==> src/rtl/demodulador_hw.sv <==
// Recovers a signed 8-bit value per phase from three 2-bit gate-drive codes over a
// fixed window of WIN cycles, and latches a sticky fault on shoot-through codes.
module demodulador_hw #(
  parameter int unsigned WIN   = 256,
  parameter int unsigned SHIFT = 1
) (
  input  logic       clk,
  input  logic       rst,
  input  logic [1:0] in1,
  input  logic [1:0] in2,
  input  logic [1:0] in3,
  output logic [7:0] dem1,
  output logic [7:0] dem2,
  output logic [7:0] dem3,
  output logic       valid,
  output logic       fault
);

  localparam int unsigned CW = $clog2(WIN);
  localparam int unsigned AW = CW + 2;

  logic [CW-1:0]        r_cnt;
  logic signed [AW-1:0] r_acc [3];
  logic [7:0]           r_dem [3];
  logic                 r_valid;
  logic                 r_fault;

  logic [1:0]           w_in   [3];
  logic signed [AW-1:0] w_code [3];
  logic signed [AW-1:0] w_fin  [3];
  logic [7:0]           w_sat  [3];
  logic                 w_end;
  logic                 w_bad;

  // Clamp the shifted window sum into the signed 8-bit output range.
  function automatic logic [7:0] sat8(input logic signed [AW-1:0] v);
    logic signed [31:0] e;
    e = 32'(v);
    if (e > 32'sd127)       return 8'h7f;
    else if (e < -32'sd128) return 8'h80;
    else                    return e[7:0];
  endfunction

  always_comb begin
    w_in[0] = in1;
    w_in[1] = in2;
    w_in[2] = in3;
    w_end   = (r_cnt == CW'(WIN - 1));
    w_bad   = (&in1) | (&in2) | (&in3);
    for (int i = 0; i < 3; i++) begin
      w_code[i] = '0;
      case (w_in[i])
        2'b10:   w_code[i] = AW'(1);
        2'b01:   w_code[i] = '1;
        default: w_code[i] = '0;
      endcase
      w_fin[i] = r_acc[i] + w_code[i];
      w_sat[i] = sat8(w_fin[i] >>> SHIFT);
    end
  end

  // Window end includes the current sample, then restarts the accumulators.
  always_ff @(posedge clk) begin
    if (rst) begin
      r_cnt   <= '0;
      r_valid <= 1'b0;
      r_fault <= 1'b0;
      for (int i = 0; i < 3; i++) begin
        r_acc[i] <= '0;
        r_dem[i] <= '0;
      end
    end else begin
      r_cnt   <= r_cnt + CW'(1);
      r_valid <= w_end;
      r_fault <= r_fault | w_bad;
      for (int i = 0; i < 3; i++) begin
        if (w_end) begin
          r_acc[i] <= '0;
          r_dem[i] <= w_sat[i];
        end else begin
          r_acc[i] <= w_fin[i];
        end
      end
    end
  end

  assign dem1  = r_dem[0];
  assign dem2  = r_dem[1];
  assign dem3  = r_dem[2];
  assign valid = r_valid;
  assign fault = r_fault;

endmodule

==> config.mk <==
export PLATFORM = sky130hd
export DESIGN_NAME = demodulador_hw
export DESIGN_NICKNAME = d
export VERILOG_FILES = /design/src/rtl/demodulador_hw.sv
export SDC_FILE = /design/constraint.sdc
export NUM_CORES = 1
export LEC_CHECK = 0
export ABC_CLOCK_PERIOD_IN_PS = 4100
export BUFFER_PORTS_ARGS = -buffer_cell sky130_fd_sc_hd__buf_2
export CAP_MARGIN = 20
export CORE_ASPECT_RATIO = 2
export CORE_UTILIZATION = 60
export CTS_CLUSTER_DIAMETER = 100
export DETAILED_ROUTE_END_ITERATION = 16
export PLACE_DENSITY_LB_ADDON = 0.25
export SLEW_MARGIN = 20
export SYNTH_ARGS = -nofsm -noshare
export SYNTH_HDL_FRONTEND = slang
export SYNTH_SLANG_ARGS = --single-unit
==> constraint.sdc <==
create_clock -name clk -period 4.1 [get_ports clk]
set_clock_uncertainty 0.15 [all_clocks]
set_input_delay 0.82 -clock clk [delete_from_list [all_inputs] [get_ports clk]]
set_output_delay 0.82 -clock clk [all_outputs]
set_load 0.1 [all_outputs]
Yosys cells after proc, flatten, opt, wreduce, memory -nomap -nowiden
Memories as Yosys holds them, arrays and structs flattened.
Cells that the tools add are included.
W data, S select, Z words.

storage, ports and cells
  word-level logic and storage cells = 63
  bits in writable memories = 54
  flip-flop bits (word level) = 10
  output and inout bits = 26
  memories = 2
  bits of input ports = 8

memories
  name   words  width  read ports  clocked after Yosys merged registers in  write ports  RTL line  RTL
  r_acc  3      10     3           0                                        3            23        logic signed [AW-1:0] r_acc [3];
  r_dem  3      8      3           0                                        3            24        logic [7:0] r_dem [3];

operators by class
  multiplexer cells = 26
  bitwise logic cells = 12
  reduce and logical (&&, ||, !) cells = 3
  add/sub/neg operators = 4
  magnitude comparators = 6
  equality and inequality tests = 7

operators with widths
  kind                   count
  $mux W8                9
  $mux W10               6
  $pmux W10 S2           3
  $add A10 B10 Y10       3
  $gt A9 B8 Y1 const B   3
  $lt A9 B8 Y1 const B   3
  $or A1 B1 Y1           12
  $add A8 B1 Y8 const B  1
  $eq A8 B8 Y1 const B   1
  $mux W1                8
  $eq A2 B1 Y1 const B   3
  $eq A2 B2 Y1 const B   3
  $reduce_and A2 Y1      3

Depth between registers and ports, before layout
  depth in word-level cells = 7
  mapped depth = 13
  depth with buffers taken out = 12

Worst setup path before layout
Ideal clock, no wire load.

  path kind = input port to flip-flop
  start = input port in1[1]
  end = memory r_dem[0][5], data pin
  path slack = 544 ps
  library setup time = 270 ps
  stages = 13
  path buffers = 2
  data arrival time = 3136 ps
  required time = 3680 ps
  cells stage by stage = inv_1 -> ha_1 -> clkbuf_1 -> buf_1 -> xor2_1 -> ha_1 -> a21oi_1 -> a21o_1 -> o311ai_0 -> o221ai_1 -> xnor2_1 -> o21bai_1 -> a21oi_1

RTL lines
  element          RTL line  RTL
  start, declared  9         input logic [1:0] in1,
  end, declared    24

==> results.ini <==
[layout]
final_nets=499
utilization_pct=71.4
mostFrequentLayoutCell=edfxtp_1
drive_above_1_share_pct=12.5
multiInputGateArea_um2=2240
regArea_um2=1820
finalNonFillerCells=567
areaGrowthSynthToFinish_pct=14.2
final_cell_mix=54 x edfxtp_1, 35 x nor2_1, 33 x buf_2
n_antenna_cell=0
fillCellCount=507

[flow_run]
drv_cap=0

[timing]
slew_headroom_pct=38.2
rsz0062_at_grt=false
setup_viol=0
fmaxAchievable_mhz=287
period_share_pct=85.1
worst_slew_pin_slew_ns=0.924
setup_tns_ns=0
drv_slew=0
fin_ws_ns=0.610
finalHoldViolCount=0
min_period_ns=3.49

[floorplanning]
fp.dieH_um=119
coreArea_um2=6620
die_w_um=60.7
row_count=42
num_io_pins=34
start_util_pct=62.5
die_area_um2=7260

[detailed_routing]
routed_via_density=5.80
wirelength_mm=8.45
drt_iter0_markers=234
vias=3288
final_antenna_net_count=0
wl_per_cell_um=14.9
drc=0
dr.pass1.iters=6

[global_routing]
grt_antenna_before_repair=0
grt_use_total_pct=26.3
grt_overflow=0
grt_first_pass_wirelength_mm=13.9
grt_max_degree=29
grt_pass1_vias=3167

[setup_path]
start_kind=input port
rrSetupSlack_ns=1.05
cp_max_fo=7
end_kind=flip-flop
r2r_start=r_acc[2][1]$_SDFFCE_PN0P_
reg2reg_to=r_dem[0][16]$_SDFFCE_PN0P_
arrival_ns=3.37
path_class=input port to flip-flop
r2r_cells=9
worst_ep_required_time_ns=3.98

[placement]
gp_congestion=0.874
port_buffers=33
pre_cts_ws_ns=0.308
hpwl_mm=6.06
dp.cells=551

[synth]
syn_inst=422
avgSynthCellArea_um2=9.81
yosys_most_used_dff=edfxtp_1
ys_seq_area_share_pct=44.0
async_flop_share_pct=0
ys_seq_elements=64
synth-edff-count=54
ys_types=64
yosysWarnings=0
synth_area_um2=4140

[clock_tree]
ctsResizeCount=0
h-tree-depth=3
path_clk_slew_ns=0.05
post-cts-setup-buffer-count=0
cts_root_buffer=clkbuf_16
cts_hold_buf=0
clk_latency_ns=0.33
cts_buffers=9
cts_tree=yes
clock_path_buffers=2
cts_sinks=64

[outcome]
status=finished, final reports clean

[min_path]
min_path_type=flip-flop to flip-flop
min_from=r_cnt[0]$_SDFF_PP0_
min_path_cells=1
hold_end=r_cnt[0]$_SDFF_PP0_

[power_and_ir_drop]
power_mw=1.93
power_density_nw_per_um2=409
p_leak_nw=1.94
ir_drop_uv=267

==> cell type report <==
type / instances / share of cell area [%]
flip-flops and latches: 64 / 38.5
multi-input cells: 341 / 47.4
repair buffers: 40 / 4.61
well taps: 88 / 2.33
clock buffers: 16 / 5.74
inverters: 18 / 1.43
==> stage by stage <==
| step | area, um2 | hold WS (ns) |
|---|---|---|
| 4_1_cts | 4730 | 0.317 |
| 2_1_floorplan | 4250 | 0.280 |
| 3_3_place_gp | 4460 | 0.298 |
| 6_report | 4730 | 0.310 |
| 3_5_place_dp | 4460 | 0.306 |
| 5_1_grt | 4730 | 0.339 |
==> cells in the mapped netlist (3+ instances only) <==
cell / n / share of area, %
o31ai_1: 7 / 1.3
inv_1: 18 / 1.6
nor3_1: 5 / 0.60
a21o_1: 5 / 0.91
dfxtp_1: 10 / 4.8
nand3b_1: 4 / 0.73
nor2_1: 35 / 3.2
buf_1: 3 / 0.27
o21a_1: 7 / 1.3
nor2b_1: 9 / 1.4
o21ai_0: 17 / 2.1
xor2_1: 17 / 3.6
xnor2_1: 28 / 5.9
o31a_1: 3 / 0.63
o22ai_1: 5 / 0.76
and4b_1: 3 / 0.73
edfxtp_1: 54 / 39
nand4_1: 3 / 0.45
nand2b_1: 6 / 0.91
buf_2: 4 / 0.48
and3_1: 5 / 0.76
ha_1: 17 / 5.1
clkbuf_1: 19 / 1.7
o21bai_1: 4 / 0.73
nand2_1: 26 / 2.4
a21oi_1: 31 / 3.7
a31oi_1: 3 / 0.45
nand3_1: 7 / 0.85
or3_1: 5 / 0.76
and2_1: 17 / 2.6
==> worst max-delay path, stage by stage <==
cell,delay [ns]
buf_2,0.09
inv_1,0.05
ha_1,0.27
inv_1,0.04
ha_1,0.22
ha_1,0.22
and3b_1,0.18
o21ai_0,0.42
a21oi_1,0.16
or3_1,0.41
and2_1,0.19
nand2_1,0.20
a21oi_1,0.13
==> kinds of logic (layout without fill, tap and decap cells) <==
family	after synthesis	after routing	share of synthesized area, %
and+or+nand+nor	142	142	18.8
muxes	2	2	0.484
buffers and inverters	46	74	4.56
other	1	30	0.0906
DFF	64	64	44.0
xor gates and xnor gates	46	46	9.91
AOI/OAI and AO/OA	104	104	17.0
adders and majority gates	17	17	5.14
==> how the worst max path moves through the flow <==
stage          startpoint                          to  slack (ns)  cells after the start
2_1_floorplan      in1[1]   r_dem[0][5]$_SDFFCE_PN0P_        0.54                     13
3_3_place_gp       in3[1]  r_dem[0][16]$_SDFFCE_PN0P_        0.37                     13
3_5_place_dp       in3[1]  r_dem[0][16]$_SDFFCE_PN0P_        0.31                     13
4_1_cts            in3[1]  r_dem[0][16]$_SDFFCE_PN0P_        0.64                     13
5_1_grt            in1[1]   r_dem[0][2]$_SDFFCE_PN0P_        0.33                     13
6_report           in3[1]  r_dem[0][16]$_SDFFCE_PN0P_        0.61                     13
==> power by group <==
part / total (mW) / leakage [nW] / internal (mW) / switching, mW
Clock: 0.698 / 0.131 / 0.443 / 0.255
Combinational: 0.411 / 1.17 / 0.152 / 0.259
Sequential: 0.823 / 0.635 / 0.760 / 0.0624
Total: 1.93 / 1.94 / 1.36 / 0.577
==> per-layer routing <==
metal	up-vias	routed length [um]	global-route usage, %	share of wire (%)
met5	-	0	0	0
met4	0	199	14.5	2.4
met3	20	368	4.67	4.4
met2	97	4770	46.7	56
li1	1598	-	-	-
met1	1573	3110	27.5	37
==> state kept, by name, indices dropped and copies added, names as in the netlist <==
signal	count
r_acc	30
r_dem	24
r_cnt	8
fault	1
valid	1
Note: power is estimated with default switching activity, not from simulation.
